$ cat config.mk
export PLATFORM = sky130hd
export DESIGN_NAME = slice_compare_sequencer_flat
export DESIGN_NICKNAME = d
export VERILOG_FILES = /design/src/rtl/slice_compare_sequencer_if.sv /design/src/rtl/slice_compare_sequencer.sv /design/src/flat_wrapper.sv
export SDC_FILE = /design/constraint.sdc
export NUM_CORES = 1
export LEC_CHECK = 0
export CORE_MARGIN = 3
export CORE_UTILIZATION = 40
export CTS_CLUSTER_SIZE = 40
export DETAILED_ROUTE_END_ITERATION = 8
export DONT_BUFFER_PORTS = 1
export PLACE_DENSITY = 0.62
export SYNTH_ARGS = -nofsm -noshare
export SYNTH_HDL_FRONTEND = slang
export SYNTH_SLANG_ARGS = --single-unit
$ cat constraint.sdc
create_clock -name clk -period 3.5 [get_ports clk]
set_input_delay 0.35 -clock clk [delete_from_list [all_inputs] [get_ports clk]]
set_output_delay 0.35 -clock clk [all_outputs]
set_load 0.02 [all_outputs]
$ cat src/rtl/slice_compare_sequencer_if.sv
// Bundle of signals between the slice compare sequencer, its operand producer,
// its result consumer and the shared 2-bit comparator slice.
interface slice_compare_sequencer_if #(
    parameter int WIDTH = 8,
    parameter int CW    = $clog2(WIDTH / 2) + 1
);
    logic             start_valid;
    logic             start_ready;
    logic [WIDTH-1:0] a;
    logic [WIDTH-1:0] b;
    logic [1:0]       slice_a;
    logic [1:0]       slice_b;
    logic             slice_a_gt;
    logic             slice_eq;
    logic             slice_b_gt;
    logic             result_valid;
    logic             result_ready;
    logic             a_greater;
    logic             equal;
    logic             b_greater;
    logic             error;
    logic [CW-1:0]    slice_count;
    logic             busy;

    // Environment side: operand producer, comparator slice and result consumer.
    modport master (
        output start_valid, a, b, slice_a_gt, slice_eq, slice_b_gt, result_ready,
        input  start_ready, slice_a, slice_b, result_valid, a_greater, equal,
               b_greater, error, slice_count, busy
    );

    modport slave (
        input  start_valid, a, b, slice_a_gt, slice_eq, slice_b_gt, result_ready,
        output start_ready, slice_a, slice_b, result_valid, a_greater, equal,
               b_greater, error, slice_count, busy
    );
endinterface

$ cat src/rtl/slice_compare_sequencer.sv
// Compares two WIDTH-bit operands MSB-first through one shared 2-bit comparator
// slice, stopping at the first unequal slice, and returns a one-hot result.
module slice_compare_sequencer #(
    parameter int WIDTH = 8,
    parameter int CW    = $clog2(WIDTH / 2) + 1
) (
    input logic                   clk,
    input logic                   rst_n,
    slice_compare_sequencer_if.slave bus
);
    localparam int NS = WIDTH / 2;
    localparam int IW = (NS > 1) ? $clog2(NS) : 1;
    localparam logic [IW-1:0] IDX_TOP = IW'(NS - 1);

    generate
        if (WIDTH < 2 || (WIDTH % 2) != 0) begin : g_bad_width
            $error("slice_compare_sequencer: WIDTH must be even and >= 2");
        end
    endgenerate

    typedef enum logic [1:0] {IDLE, COMPARE, DONE} state_t;

    state_t           state;
    logic [WIDTH-1:0] a_reg;
    logic [WIDTH-1:0] b_reg;
    logic [IW-1:0]    idx;
    logic             a_greater_r;
    logic             equal_r;
    logic             b_greater_r;
    logic             error_r;
    logic [CW-1:0]    slice_count_r;
    logic [1:0]       slice_a_c;
    logic [1:0]       slice_b_c;
    logic             flags_onehot;

    // The comparator answers combinationally, so the slice must follow idx directly.
    always_comb begin
        slice_a_c = 2'b00;
        slice_b_c = 2'b00;
        if (state == COMPARE) begin
            slice_a_c = a_reg[int'(idx) * 2 +: 2];
            slice_b_c = b_reg[int'(idx) * 2 +: 2];
        end
    end

    assign flags_onehot = ( bus.slice_a_gt & ~bus.slice_eq & ~bus.slice_b_gt) |
                          (~bus.slice_a_gt &  bus.slice_eq & ~bus.slice_b_gt) |
                          (~bus.slice_a_gt & ~bus.slice_eq &  bus.slice_b_gt);

    always_ff @(posedge clk or negedge rst_n) begin
        if (!rst_n) begin
            state         <= IDLE;
            a_reg         <= '0;
            b_reg         <= '0;
            idx           <= IDX_TOP;
            a_greater_r   <= 1'b0;
            equal_r       <= 1'b0;
            b_greater_r   <= 1'b0;
            error_r       <= 1'b0;
            slice_count_r <= '0;
        end else begin
            case (state)
                IDLE: begin
                    if (bus.start_valid) begin
                        a_reg         <= bus.a;
                        b_reg         <= bus.b;
                        idx           <= IDX_TOP;
                        slice_count_r <= '0;
                        a_greater_r   <= 1'b0;
                        equal_r       <= 1'b0;
                        b_greater_r   <= 1'b0;
                        error_r       <= 1'b0;
                        state         <= COMPARE;
                    end
                end
                COMPARE: begin
                    slice_count_r <= slice_count_r + CW'(1);
                    // A broken comparator must never be reported as a valid ordering.
                    if (!flags_onehot) begin
                        error_r <= 1'b1;
                        state   <= DONE;
                    end else if (bus.slice_a_gt) begin
                        a_greater_r <= 1'b1;
                        state       <= DONE;
                    end else if (bus.slice_b_gt) begin
                        b_greater_r <= 1'b1;
                        state       <= DONE;
                    end else if (idx == '0) begin
                        equal_r <= 1'b1;
                        state   <= DONE;
                    end else begin
                        idx <= idx - IW'(1);
                    end
                end
                DONE: begin
                    if (bus.result_ready) begin
                        state <= IDLE;
                    end
                end
                default: state <= IDLE;
            endcase
        end
    end

    assign bus.start_ready  = (state == IDLE);
    assign bus.result_valid = (state == DONE);
    assign bus.busy         = (state != IDLE);
    assign bus.slice_a      = slice_a_c;
    assign bus.slice_b      = slice_b_c;
    assign bus.a_greater    = a_greater_r;
    assign bus.equal        = equal_r;
    assign bus.b_greater    = b_greater_r;
    assign bus.error        = error_r;
    assign bus.slice_count  = slice_count_r;
endmodule

$ cat src/flat_wrapper.sv
// flat-port wrapper written by rule: the top's interface ports become plain ports
module slice_compare_sequencer_flat 
#(
    parameter int WIDTH = 8,
    parameter int CW    = $clog2(WIDTH / 2) + 1
)
  (clk, rst_n, bus_start_valid, bus_a, bus_b, bus_slice_a_gt, bus_slice_eq, bus_slice_b_gt, bus_result_ready, bus_start_ready, bus_slice_a, bus_slice_b, bus_result_valid, bus_a_greater, bus_equal, bus_b_greater, bus_error, bus_slice_count, bus_busy);
  slice_compare_sequencer_if #(.WIDTH(WIDTH), .CW(CW)) bus_i ();
  input logic clk;
  input logic rst_n;
  input wire logic [$bits(bus_i.start_valid)-1:0] bus_start_valid;
  input wire logic [$bits(bus_i.a)-1:0] bus_a;
  input wire logic [$bits(bus_i.b)-1:0] bus_b;
  input wire logic [$bits(bus_i.slice_a_gt)-1:0] bus_slice_a_gt;
  input wire logic [$bits(bus_i.slice_eq)-1:0] bus_slice_eq;
  input wire logic [$bits(bus_i.slice_b_gt)-1:0] bus_slice_b_gt;
  input wire logic [$bits(bus_i.result_ready)-1:0] bus_result_ready;
  output wire logic [$bits(bus_i.start_ready)-1:0] bus_start_ready;
  output wire logic [$bits(bus_i.slice_a)-1:0] bus_slice_a;
  output wire logic [$bits(bus_i.slice_b)-1:0] bus_slice_b;
  output wire logic [$bits(bus_i.result_valid)-1:0] bus_result_valid;
  output wire logic [$bits(bus_i.a_greater)-1:0] bus_a_greater;
  output wire logic [$bits(bus_i.equal)-1:0] bus_equal;
  output wire logic [$bits(bus_i.b_greater)-1:0] bus_b_greater;
  output wire logic [$bits(bus_i.error)-1:0] bus_error;
  output wire logic [$bits(bus_i.slice_count)-1:0] bus_slice_count;
  output wire logic [$bits(bus_i.busy)-1:0] bus_busy;
  assign bus_i.start_valid = bus_start_valid;
  assign bus_i.a = bus_a;
  assign bus_i.b = bus_b;
  assign bus_i.slice_a_gt = bus_slice_a_gt;
  assign bus_i.slice_eq = bus_slice_eq;
  assign bus_i.slice_b_gt = bus_slice_b_gt;
  assign bus_i.result_ready = bus_result_ready;
  assign bus_start_ready = bus_i.start_ready;
  assign bus_slice_a = bus_i.slice_a;
  assign bus_slice_b = bus_i.slice_b;
  assign bus_result_valid = bus_i.result_valid;
  assign bus_a_greater = bus_i.a_greater;
  assign bus_equal = bus_i.equal;
  assign bus_b_greater = bus_i.b_greater;
  assign bus_error = bus_i.error;
  assign bus_slice_count = bus_i.slice_count;
  assign bus_busy = bus_i.busy;
  slice_compare_sequencer #(.WIDTH(WIDTH), .CW(CW)) u_core (.clk(clk), .rst_n(rst_n), .bus(bus_i));
endmodule
Yosys cells after proc, flatten, opt, wreduce, memory -nomap -nowiden
Index checks and enable logic that the tools add are counted.
W data, S select, Z words.

word-level totals
  bits in registers = 27
  latch bits = 0
  bits in writable memories = 0
  ROM bits = 0
  input bits = 23
  output and inout bits = 14
  logic and storage cells = 81
  memories = 0

operators by class
  add/sub/neg operators = 2
  multipliers = 0
  divide/modulo/power cells = 0
  $lt $le $gt $ge = 0
  equality and inequality tests = 13
  shifts and indexed selects = 2
  multiplexer cells = 32
  bitwise gates (word level) = 11
  reduce and logical (&&, ||, !) cells = 12

operator list
  kind                   number
  $mux W2                13
  $ne A2 B2 Y1 const B   9
  $shiftx A8 B4 Y2       2
  $reduce_and A6 Y1      2
  $mux W1                11
  $pmux W1 S2            4
  $and A1 B1 Y1          6
  $pmux W2 S3            1
  $pmux W3 S2            1
  $reduce_and A3 Y1      2
  $ne A5 B5 Y1 const B   1
  $reduce_and A5 Y1      1
  $logic_not A2 Y1       2
  $pmux W2 S2            1
  $reduce_and A2 Y1      2
  $reduce_and A4 Y1      1
  $reduce_bool A2 Y1     2
  $add A3 B1 Y3 const B  1
  $mux W3                1
  $not A1 Y1             3
  $eq A2 B1 Y1 const B   1
  $eq A2 B2 Y1 const B   1
  $ne A2 B1 Y1 const B   1
  $or A1 B1 Y1           2
  $sub A2 B1 Y2 const B  1

Logic depth before layout (Yosys ltp)
  depth in word-level cells = 7
  depth in mapped cells = 5
  mapped depth without buffers = 4

Worst setup path before layout
OpenSTA, ideal clock, no wires.

  path kind = flip-flop to output port
  start = reg u_core.idx[0]
  end = out bus_slice_a[0]
  arrival time = 1395 ps
  data required time = 3150 ps
  slack = 1755 ps
  cell stages (with the launch flop) = 4
  path buffers = 1
  cell sequence = dfstp_2 -> buf_2 -> mux4_2 -> and2_1

between the ends
  word-level cells in the longest chain between the ends = 2

ends and longest elaborated chain
  what                    line                           source
  start, declared         slice_compare_sequencer.sv:26  logic [IW-1:0] idx;
  start signal, assigned  slice_compare_sequencer.sv:92  idx <= idx - IW'(1);
  $shiftx A8 B4 Y2        slice_compare_sequencer.sv:41  slice_a_c = a_reg[int'(idx) * 2 +: 2];
  $mux W2                 slice_compare_sequencer.sv:40  if (state == COMPARE) begin
  end, declared           flat_wrapper.sv:19             output wire logic [$bits(bus_i.slice_a)-1:0] bus_slice_a;

Every way passes these cells.

Final worst setup path
  start = reg u_core.idx[0]
  end = out bus_slice_b[1]

between the ends
  word-level cells in the longest chain between the ends = 2

ends and longest elaborated chain
  what              line                           source
  $shiftx A8 B4 Y2  slice_compare_sequencer.sv:42  slice_b_c = b_reg[int'(idx) * 2 +: 2];
  $mux W2           slice_compare_sequencer.sv:40
  end, declared     flat_wrapper.sv:20             output wire logic [$bits(bus_i.slice_b)-1:0] bus_slice_b;

Every way passes these cells.

==> flow_summary.toml <==
[route]
avgRoutedWirePerCell_um = 13.8
dr.pass1.iters = 4
dr_vias = 851
routed-wl-met3_um = 132
antenna_violating_nets_post_route = 0
route.final.wire_length_um = 2390
number_of_violations_reported_at_the_end_of_detailed_routing_iteration_0 = 36
detail_route.drc_violations = 0
dr.max_layer_used = "met4"
route.detailed.vias_per_inst = 4.92
m1WireLength_um = 1100
met2WireLength_um = 1130

[placed_design]
pre_cts_slack_ns = 1.74
dp.cells = 167
hpwlAfterDp_um = 1740
gp_congestion = 0.717
buffer_ports.inserted = 0

[power_and_ir_drop]
total_leakage_power_uw = 0.000698
worst_ir_drop_vdd_mv = 0.386
power-per-cell-area_nw_per_um2 = 769

[floorplan]
floorplan.die.height_um = 61.9
core_region_area_um2 = 2880
design.portCount = 37
placementRows = 19
chip_width_um = 61.9
fp.dieArea_um2 = 3840
initial_core_util = 0.435

[clock_tree]
cts.repair.resized = 0
number_of_buffers_on_the_longest_clock_path = 2
cts_tree = "done"
buffers_inserted_by_post_cts_timing_repair = 0
worst_skew_pair.late_latency_ns = 0.34
numCtsBuffers = 3
ctsRootBufferMaster = "sky130_fd_sc_hd__clkbuf_4"
cts_htree_levels = 1
cts.clk_slew.worst_paths_ns = 0.16
clock_sinks = 27
count_of_hold_buffers_inserted_by_post_cts_repair = 2

[setup_path]
worst-path-max-fanout = 7
worst_r2r_path_depth = 2
critPathSlowestCell = "sky130_fd_sc_hd__dfstp_2"
worst_setup_path_end_kind = "output pin"
worstReg2RegStart = "u_core.state[1]$_DFFE_PN0P_"
timing.critical_path.buf_inv = 0
worst_ep_arrival_time_ns = 1.75
timing_worst_setup_path_type = "reg -> out"
setup.worst_path.start = "u_core.idx[0]$_DFFE_PN1P_"
critical_path_cell_count = 2
path_cells = "mux4_2, and2_1"
cp-start-kind = "flip-flop"
worst_path_dominant_cell_family = "flip-flops"
worstPathRequired_ns = 3.15
worst_path_largest_cell_delay_ns = 0.67

[global_routing]
grt_util_all_layers = 0.141
via_count_of_the_first_global_routing_pass = 862
globalRouteOverflowTotal = 0
largest_net_degree_at_the_start_of_global_routing = 28
grt_pass1_wl_um = 3870
antenna_found_initial = 0

[run_status]
status = "complete, no violations"

[flow_run]
max_cap_violations = 0

[sta]
period_needed_ns = 2.10
holdWs_ns = 0.102
final-setup-viol-count = 0
setup-tns-final_ns = 0
fmaxAchievable_mhz = 475
relSlewSlack = 0.576
final_max_slew_viol_count = 0
finalHoldViolCount = 0
finClkSkew_ns = 0.0200
grt_setup_unrepaired = "false"
timing_worst_slew_pin_value_ns = 0.636
fin_crit_sh = 0.601
setup_slack_ns = 1.40

[layout]
post_route_cells_drive_above_1_share = 0.0992
syn2layout_area_growth_pct = 7.60
layout.nets = 157
count_of_non_filler_cells_in_the_finished_layout = 173
filler_cell_count = 281
diodes = 0

[logic_synthesis]
yosys_register_bits = 27
syn_nets = 154
syn-cell-area_um2 = 1250
number_of_library_cell_types_mapped_by_synthesis = 25
yosys_warnings = 0
seq_area_frac_synth = 0.542
syn-mean-instance-area_um2 = 9.70
synth_cells = 129

[min_path]
hold_path_class = "in -> reg"
whs_path_depth = 2
timing.hold.worst.start = "bus_a[1]"
## layer usage
layer  up-vias  global-route usage
met4         0              0.0455
met3         4              0.0496
met5         -                   0
met1       401               0.167
met2        26               0.241
li1        420                   -
## kinds of logic after synthesis
family          after synthesis  share of synthesized area
simple gates                 78                      0.274
flops                        27                      0.542
buf+inv                       9                     0.0360
compound gates                6                     0.0330
mux                           6                     0.0880
fa+ha+maj                     2                     0.0200
xor+xnor                      1                    0.00700
## path summary, 6_finish.rpt
check	slack, ns	to
max	1.40	bus_slice_b[1]
min	0.10	u_core.a_reg[1]$_DFFE_PN0P_
min in group asynchronous	0.41	u_core.bus.error$_DFFE_PN0P_
min reg2reg	0.49	u_core.b_reg[5]$_DFFE_PN0P_
max reg2reg	1.80	u_core.bus.error$_DFFE_PN0P_
max in group asynchronous	2.84	u_core.idx[0]$_DFFE_PN1P_
## cell usage after synthesis (all sizes together)
library cell | instances | share of area
a21oi | 1 | 0.0040
a221o | 1 | 0.0080
a22o | 1 | 0.0070
a31oi | 2 | 0.010
and2 | 5 | 0.025
buf | 4 | 0.021
clkbuf | 1 | 0.0030
dfrtp | 25 | 0.50
dfstp | 2 | 0.042
ha | 2 | 0.020
inv | 4 | 0.012
mux2i | 2 | 0.016
mux4 | 4 | 0.072
nand2 | 51 | 0.15
nand2b | 1 | 0.0050
nand3 | 2 | 0.0080
nand3b | 2 | 0.012
nor2 | 9 | 0.027
nor2b | 4 | 0.020
nor3b | 2 | 0.012
nor4 | 1 | 0.0050
o21ai | 1 | 0.0040
or3b | 1 | 0.0070
xor2 | 1 | 0.0070
## area by class of cell
cell class,count,area (um2),share of cell area
Timing Repair Buffer,3,37.5,0.0279
Multi-Input combinational cell,93,533,0.396
Clock buffer,3,22.5,0.0167
Tap cell,42,52.6,0.0390
Clock inverter,1,7.51,0.00558
Sequential cell,27,678,0.504
Inverter,4,15.0,0.0112
## cells in the final DEF, fill, tap and decap left out, drive strengths merged, types with 3 or more instances in the layout
| master | Yosys | layout |
|---|---|---|
| nand2 | 51 | 51 |
| dfrtp | 25 | 25 |
| nor2 | 9 | 9 |
| and2 | 5 | 5 |
| inv | 4 | 4 |
| nor2b | 4 | 4 |
| mux4 | 4 | 4 |
| clkbuf | 1 | 3 |
## power by group
group	internal [uW]	total (uW)	switching, uW	leakage (uW)
clock network	43.8	140	96.3	0.0000139
registers	436	552	116	0.000338
logic	146	343	196	0.000346
total	626	1030	409	0.000698
## per-stage QoR
step                      area [um2]  power, uW   util
final                           1350       1030  0.468
after CTS                       1350       1040  0.468
after global placement          1290        883  0.447
after floorplan                 1250        832      -
after detailed placement        1290        899  0.447
after global routing            1350       1120  0.468
Note: power is estimated with default switching activity, not from simulation.
